## config.mk

```make
export PLATFORM = sky130hd
export DESIGN_NAME = aes_out_collector
export DESIGN_NICKNAME = d
export VERILOG_FILES = /design/src/rtl/aes_pkg.sv /design/src/rtl/aes_blk_fifo.sv /design/src/rtl/aes_out_collector.sv
export SDC_FILE = /design/constraint.sdc
export NUM_CORES = 1
export LEC_CHECK = 0
export ABC_CLOCK_PERIOD_IN_PS = 17000
export BUFFER_PORTS_ARGS = -buffer_cell sky130_fd_sc_hd__buf_2
export CORE_ASPECT_RATIO = 1.5
export CORE_MARGIN = 2
export CORE_UTILIZATION = 38
export DETAILED_ROUTE_END_ITERATION = 10
export PLACE_DENSITY_LB_ADDON = 0.3
export SLEW_MARGIN = 10
export SYNTH_ARGS = -nofsm -noshare
export SYNTH_HDL_FRONTEND = slang
export SYNTH_SLANG_ARGS = --single-unit
```

## constraint.sdc

```tcl
create_clock -name clk -period 17 [get_ports clk]
set_input_delay 1.7 -clock clk [delete_from_list [all_inputs] [get_ports clk]]
set_output_delay 1.7 -clock clk [all_outputs]
set_load 0.01 [all_outputs]
```

## src/rtl/aes_pkg.sv

```systemverilog
// Shared sizing for the AES output path: block width, byte width and byte-index width.
package aes_pkg;
   localparam int AES_BLK_W  = 128;
   localparam int AES_BYTE_W = 8;
   localparam int AES_NBYTES = AES_BLK_W / AES_BYTE_W;
   localparam int AES_IDX_W  = (AES_NBYTES > 1) ? $clog2(AES_NBYTES) : 1;
endpackage

```

## src/rtl/aes_blk_fifo.sv

```systemverilog
// Two-entry block FIFO (ping-pong store). The caller guarantees push only when not full
// or popping, and pop only when non-empty.
module aes_blk_fifo #(
   parameter int BLK_W = 128
) (
   input  logic             clk,
   input  logic             reset,
   input  logic             push,
   input  logic [BLK_W-1:0] din,
   input  logic             pop,
   output logic [1:0]       occ,
   output logic [BLK_W-1:0] head
);
   logic [BLK_W-1:0] mem [2];
   logic             wr_ptr;
   logic             rd_ptr;

   always_ff @(posedge clk) begin
      if (reset) begin
         wr_ptr <= 1'b0;
         rd_ptr <= 1'b0;
         occ    <= 2'd0;
      end else begin
         if (push) wr_ptr <= ~wr_ptr;
         if (pop)  rd_ptr <= ~rd_ptr;
         occ <= occ + {1'b0, push} - {1'b0, pop};
      end
   end

   // Storage needs no reset; nothing is visible until occ says so.
   always_ff @(posedge clk) begin
      if (push) mem[wr_ptr] <= din;
   end

   assign head = mem[rd_ptr];
endmodule

```

## src/rtl/aes_out_collector.sv

```systemverilog
// Reassembles the serial AES ciphertext into blocks and drains them as bytes over valid/ready.
// Optional block counter port blk_cnt is enabled by defining AES_OUT_CNT_EN.
module aes_out_collector
   import aes_pkg::*;
#(
   parameter int BLK_W = AES_BLK_W,
   parameter int OUT_W = AES_BYTE_W,
   parameter int CNT_W = 16
) (
   input  logic             clk,
   input  logic             reset,
   input  logic             dout_bit,
   input  logic             out_val,
   output logic [OUT_W-1:0] m_data,
   output logic             m_valid,
   input  logic             m_ready,
   output logic             m_last,
   output logic             overflow,
   input  logic             clr_ovf
`ifdef AES_OUT_CNT_EN
   ,
   output logic [CNT_W-1:0] blk_cnt
`endif
);
   localparam int NB    = BLK_W / OUT_W;
   localparam int IDX_W = (NB > 1) ? $clog2(NB) : 1;
   localparam int CW    = $clog2(BLK_W);
   localparam logic [CW-1:0]    LAST_BIT = CW'(BLK_W - 1);
   localparam logic [IDX_W-1:0] LAST_IDX = IDX_W'(NB - 1);

   logic [BLK_W-2:0] shreg;
   logic [CW-1:0]    bit_cnt;
   logic [IDX_W-1:0] idx;
   logic [1:0]       occ;
   logic [BLK_W-1:0] head;
   logic             complete, push, pop, drop, xfer;

   assign complete = out_val && (bit_cnt == LAST_BIT);
   assign xfer     = m_valid && m_ready;
   assign pop      = xfer && m_last;
   // A full store still accepts a block when the head leaves on the same edge.
   assign push     = complete && ((occ != 2'd2) || pop);
   assign drop     = complete && (occ == 2'd2) && !pop;

   always_ff @(posedge clk) begin
      if (reset) begin
         shreg    <= '0;
         bit_cnt  <= '0;
         idx      <= '0;
         overflow <= 1'b0;
      end else begin
         if (out_val) begin
            shreg   <= {shreg[BLK_W-3:0], dout_bit};
            bit_cnt <= complete ? '0 : bit_cnt + CW'(1);
         end
         if (xfer) idx <= m_last ? '0 : idx + IDX_W'(1);
         if (drop)         overflow <= 1'b1;
         else if (clr_ovf) overflow <= 1'b0;
      end
   end

   aes_blk_fifo #(.BLK_W(BLK_W)) u_fifo (
      .clk   (clk),
      .reset (reset),
      .push  (push),
      .din   ({shreg, dout_bit}),
      .pop   (pop),
      .occ   (occ),
      .head  (head)
   );

   assign m_valid = (occ != 2'd0);
   assign m_last  = m_valid && (idx == LAST_IDX);
   assign m_data  = m_valid ? head[(NB - 1 - int'(idx)) * OUT_W +: OUT_W] : '0;

`ifdef AES_OUT_CNT_EN
   always_ff @(posedge clk) begin
      if (reset)     blk_cnt <= '0;
      else if (push) blk_cnt <= blk_cnt + CNT_W'(1);
   end
`else
   logic [CNT_W-1:0] unused_cnt;
   assign unused_cnt = '0;
`endif
endmodule
```

== Word-level counts from Yosys, hierarchy flattened ==
Memory sizes are Yosys's and may differ from the RTL's. A register that Yosys moved wholly into a read port is not among the register bits.
Index checks and enable logic that the tools add are counted.
Operators by class
  $add $sub $neg: 5
  equality and inequality tests: 4
  shift-type cells: 1
  multiplexer cells: 9
  bitwise logic cells: 2
  reduce and logical (&&, ||, !) cells: 11
Operators by type and width (number)
  $shiftx 128x8->8: 1
  $mux 8: 1
  $add 7x1->7 const B: 1
  $eq 7x7->1 const B: 1
  $logic_and 1x1->1: 7
  $mux 7: 1
  $mux 1: 6
  $sub 4x4->5 const A: 1
  $add 4x1->4 const B: 1
  $eq 4x4->1 const B: 1
  $mux 4: 1
  $reduce_bool 2->1: 2
  $add 2x1->2: 1
  $eq 2x2->1 const B: 1
  $ne 2x2->1 const B: 1
  $not 1->1: 2
  $sub 2x1->2: 1
  $logic_not 1->1: 1
  $logic_or 1x1->1: 1
Storage, ports and cells
  register bits after elaboration: 143
  RAM bits: 256
  output and inout bits: 11
  memories kept: 1
Memories
  u_fifo.mem: depth 2, width 128, read ports 1, clocked after memory_dff 1, write ports 1, line aes_blk_fifo.sv:14  | logic [BLK_W-1:0] mem [2];

== Depth between registers and ports, before layout ==
  depth after elaboration: 7
  gate-level depth with buffers: 8
  mapped depth without buffers: 5

== Modules after synthesis ==
From an unflattened synthesis, not the netlist that was laid out.
Second synthesis, totals
  cell total of the unflattened synthesis: 994
  area total of the unflattened synthesis: 15598.7 µm²
By module, submodules not included
  aes_blk_fifo: times used 1, cells each 417, area each 9510.4 µm², seq. area each 7787.5 µm²
  aes_out_collector: times used 1, cells each 577, area each 6088.3 µm², seq. area each 2782.7 µm²

== Worst setup path before layout ==
Ideal clock, no wire load.
  path type: input -> register
  start: input out_val
  end: memory u_fifo.mem[1][0] (enable)
  library setup time: 0.798 ns
  data arrival time: 11.615 ns
  data required time: 16.202 ns
  setup slack: 4.587 ns
  stages: 4
  buffers on the path: 1
  cell sequence: clkbuf_1 > and4_1 > nand3_1 > nor3b_1
On the way
  longest elaborated chain between the ends: 4
Ends and longest elaborated chain
  from (decl): line aes_out_collector.sv:13  | input logic out_val,
  $logic_and 1x1->1: line aes_out_collector.sv:38  | assign complete = out_val && (bit_cnt == LAST_BIT);
  $logic_and 1x1->1: line aes_out_collector.sv:42  | assign push = complete && ((occ != 2'd2) || pop);
  $mux 1: line aes_blk_fifo.sv:32  | if (push) mem[wr_ptr] <= din;
  $mux 1 (implied by the code): line aes_blk_fifo.sv:32
  to (decl): line aes_blk_fifo.sv:14
Every way passes these cells.

==> impl_metrics.py <==
metrics = {
    "route": {
        "first_pass_iters": 5,
        "via_count": 7466,
        "drt_iter0_drc": 445,
        "via_per_inst": 5.13,
        "ant_nets": 0,
        "wl_per_cell_um": 19.5,
        "wl_mm": 28.3,
        "drc": 0,
    },
    "hold_path": {
        "worstHoldStart": "shreg[126]",
        "holdPathStages": 0,
        "holdPathEnd": "u_fifo.mem[0][127]",
        "hp-class": "flop to flop",
    },
    "critical_path": {
        "critPathBufInv": 2,
        "critical_path.slowest_cell": "dfxtp_4",
        "cp.arrival_ns": 3.30,
        "r2r-start": "idx[1]",
        "crit_chain": "buf_4 > mux4_2 > a22oi_1 > a31oi_1 > buf_2",
        "cp_max_fo": 40,
        "r2r_end": "u_fifo.mem[0][44]",
        "cp-end-kind": "output pin",
        "r2r_cells": 7,
        "start_kind": "flop",
        "cp_top_family": "buffers and inverters",
        "critPathMaxStageDelay_ns": 0.76,
        "r2r_slack_ns": 12.98,
        "criticalPathCategory": "flop to output pin",
        "crit_required_ns": 15.30,
    },
    "clock_network": {
        "clk_latency_ns": 0.52,
        "postCtsSetupBuffers": 0,
        "cts_tree": "done",
        "cts-resized-gates": 0,
        "ctsHoldBuffers": 0,
        "htree_levels": 2,
        "path_clk_slew_ns": 0.07,
        "cts_buffers": 36,
        "cts_sinks": 400,
        "clk_path_buf_depth": 3,
        "ctsRootBufferMaster": "clkbuf_16",
    },
    "sta": {
        "skew_ns": 0.0186,
        "fmax_mhz": 200,
        "fin_crit_sh": 0.294,
        "finalHoldViolations": 0,
        "rsz0062_at_grt": "false",
        "setup_tns_ns": 0,
        "worstMarginPinSlew_ns": 1.01,
        "worst_slack_ns": 12.00,
        "min_period_ns": 5.00,
        "setup_viol": 0,
        "hold_ws_ns": 0.476,
        "slew_viol_final": 0,
        "maxSlewHeadroom": 0.324,
    },
    "placement": {
        "numPortBuffers": 16,
        "gp_congestion": 0.716,
        "dp_hpwl_mm": 16.6,
        "place_ws_ns": 11.68,
    },
    "global_route": {
        "grt_max_degree": 88,
        "antenna_found_initial": 0,
        "track_usage": 0.139,
        "grt_pass1_wl_mm": 44.4,
        "first_global_vias": 7651,
        "overflow": 0,
    },
    "synth": {
        "synth-edff-count": 256,
        "yosysUniqueCellTypes": 44,
        "synth_seq_cells": 400,
        "yosys_warnings": 0,
        "syn_area_per_cell_um2": 16.4,
        "ys.flop_type": "edfxtp_1",
        "async_flop_share": 0,
        "synthesis.area_um2": 15100,
        "synth_top_area_cell": "edfxtp_1",
        "yosys-top-cells-area": "edfxtp_1 51%, dfxtp_1 19%, mux2i_1 11%",
        "yosysTopAreaCellShare": 0.509,
        "synth_fp_nets": 930,
        "netlist_instances": 922,
        "synth-seq-area-share": 0.700,
    },
    "die": {
        "initial_core_util": 0.384,
        "dieArea_um2": 41400,
        "die_x_um": 167,
        "core_um2": 39300,
        "io_pins": 17,
        "die_h_um": 248,
        "rows": 89,
    },
    "power_and_ir_drop": {
        "p_total_mw": 1.87,
        "power_density_nw_per_um2": 112,
        "vdd_drop_max_mv": 0.0720,
        "leakagePower_nw": 6.30,
    },
    "layout": {
        "area_delta_synth_final_pct": 10.9,
        "diodes": 0,
        "post-route-util": 0.426,
        "nNetsFinal": 937,
        "final_layout_size_suffix_gt1_frac": 0.129,
        "n_fill_cell": 3494,
    },
    "job": {
        "max_cap_viol_count": 0,
    },
    "outcome": {
        "status": "finished clean",
    },
}
==> synth_stat cells (2+ instances only) <==
library cell	count
a31oi_1	9
o21ai_0	4
nand2_1	11
mux4_2	40
o21ai_1	6
nand4_1	3
dfxtp_1	144
xnor2_1	2
o21a_1	3
or3_1	2
a22oi_1	8
and4_1	2
buf_6	3
a21oi_1	8
buf_1	4
mux4_1	16
nand2b_1	2
ha_1	2
a221o_1	8
nor4_1	2
and2_1	2
nand3_1	4
nor2b_1	5
buf_2	20
buf_4	6
nor3b_1	2
mux2i_1	161
clkbuf_1	17
edfxtp_1	256
o2111ai_1	2
nor2_1	140
buf_12	4
inv_1	3
nor3_1	4
xor2_1	3
a221oi_1	6
==> routing by layer <==
metal	vias up	GRT usage	part of all wire
met5	-	0	0
met4	0	0.0472	0.024
met3	41	0.0211	0.037
met2	126	0.256	0.53
met1	3771	0.165	0.41
li1	3528	-	-
==> state kept, by name, indices dropped and copies added (netlist names), named ones only <==
| register | cells |
|---|---|
| u_fifo.rd_ptr | 1 |
| u_fifo.occ | 2 |
| overflow | 1 |
| u_fifo.wr_ptr | 1 |
| idx | 4 |
| shreg | 127 |
| u_fifo.mem | 256 |
| bit_cnt | 7 |
==> power by group <==
part,internal [mW],switching [mW],total [mW]
clock network,0.490,0.340,0.830
logic,0.00797,0.0148,0.0227
registers,1.02,0.000762,1.02
==> kinds of logic after synthesis <==
kind of cell | after synthesis | synth area share
AO/OA/AOI/OAI | 56 | 0.0263
XOR/XNOR | 5 | 0.00290
adder cells (fa/ha/maj) | 2 | 0.00166
buffers and inverters | 60 | 0.0247
flip-flops | 400 | 0.700
multiplexers | 218 | 0.195
AND/OR/NAND/NOR | 181 | 0.0499
==> through the flow <==
step,area (um^2),cells
after floorplan,15100,922
after global placement,15500,1391
after detailed placement,15500,1391
after CTS,16700,1455
after global routing,16700,1455
final,16700,1455
==> worst register-to-register path: stages (launching register included) <==
cell     delay [ns]
dfxtp_2        0.31
buf_4          0.68
ha_1           0.39
and4_1         0.29
nor3b_1        0.14
nor3_2         0.18
buf_4          0.68
buf_4          0.91
==> worst max-delay path by stage <==
stage                     slack [ns]    start  cells past startpoint           endpoint
after floorplan                 4.59  out_val                      4   u_fifo.mem[1][0]
after global placement         11.73  out_val                      6  u_fifo.mem[1][61]
after detailed placement       11.68  out_val                      6  u_fifo.mem[1][55]
after CTS                      11.84     flop                      5          m_data[0]
after global routing           11.77     flop                      5          m_data[3]
final                          12.00     flop                      5          m_data[5]
==> layout make-up <==
class / instances / area [um^2] / area share
Clock buffer: 49 / 1000 / 0.0598
Inverter: 4 / 15.0 / 0.000896
Clock inverter: 15 / 201 / 0.0120
Tap cell: 500 / 626 / 0.0374
Multi-Input combinational cell: 462 / 4170 / 0.249
Timing Repair Buffer: 25 / 156 / 0.00934
Sequential cell: 400 / 10600 / 0.631
==> layout by cell type (no fill, tap or decap), drive strengths merged, types with 5 or more instances in the layout <==
| cell | n |
|---|---|
| bufinv | 5 |
| mux4 | 56 |
| a22oi | 8 |
| dfxtp | 144 |
| nand2 | 11 |
| o21ai | 10 |
| nor2 | 140 |
| a221o | 8 |
| a221oi | 6 |
| nor2b | 5 |
| buf | 25 |
| mux2i | 161 |
| a21oi | 8 |
| clkbuf | 49 |
| edfxtp | 256 |
| clkinv | 8 |
| a31oi | 9 |
(Power assumes the default switching activity.)
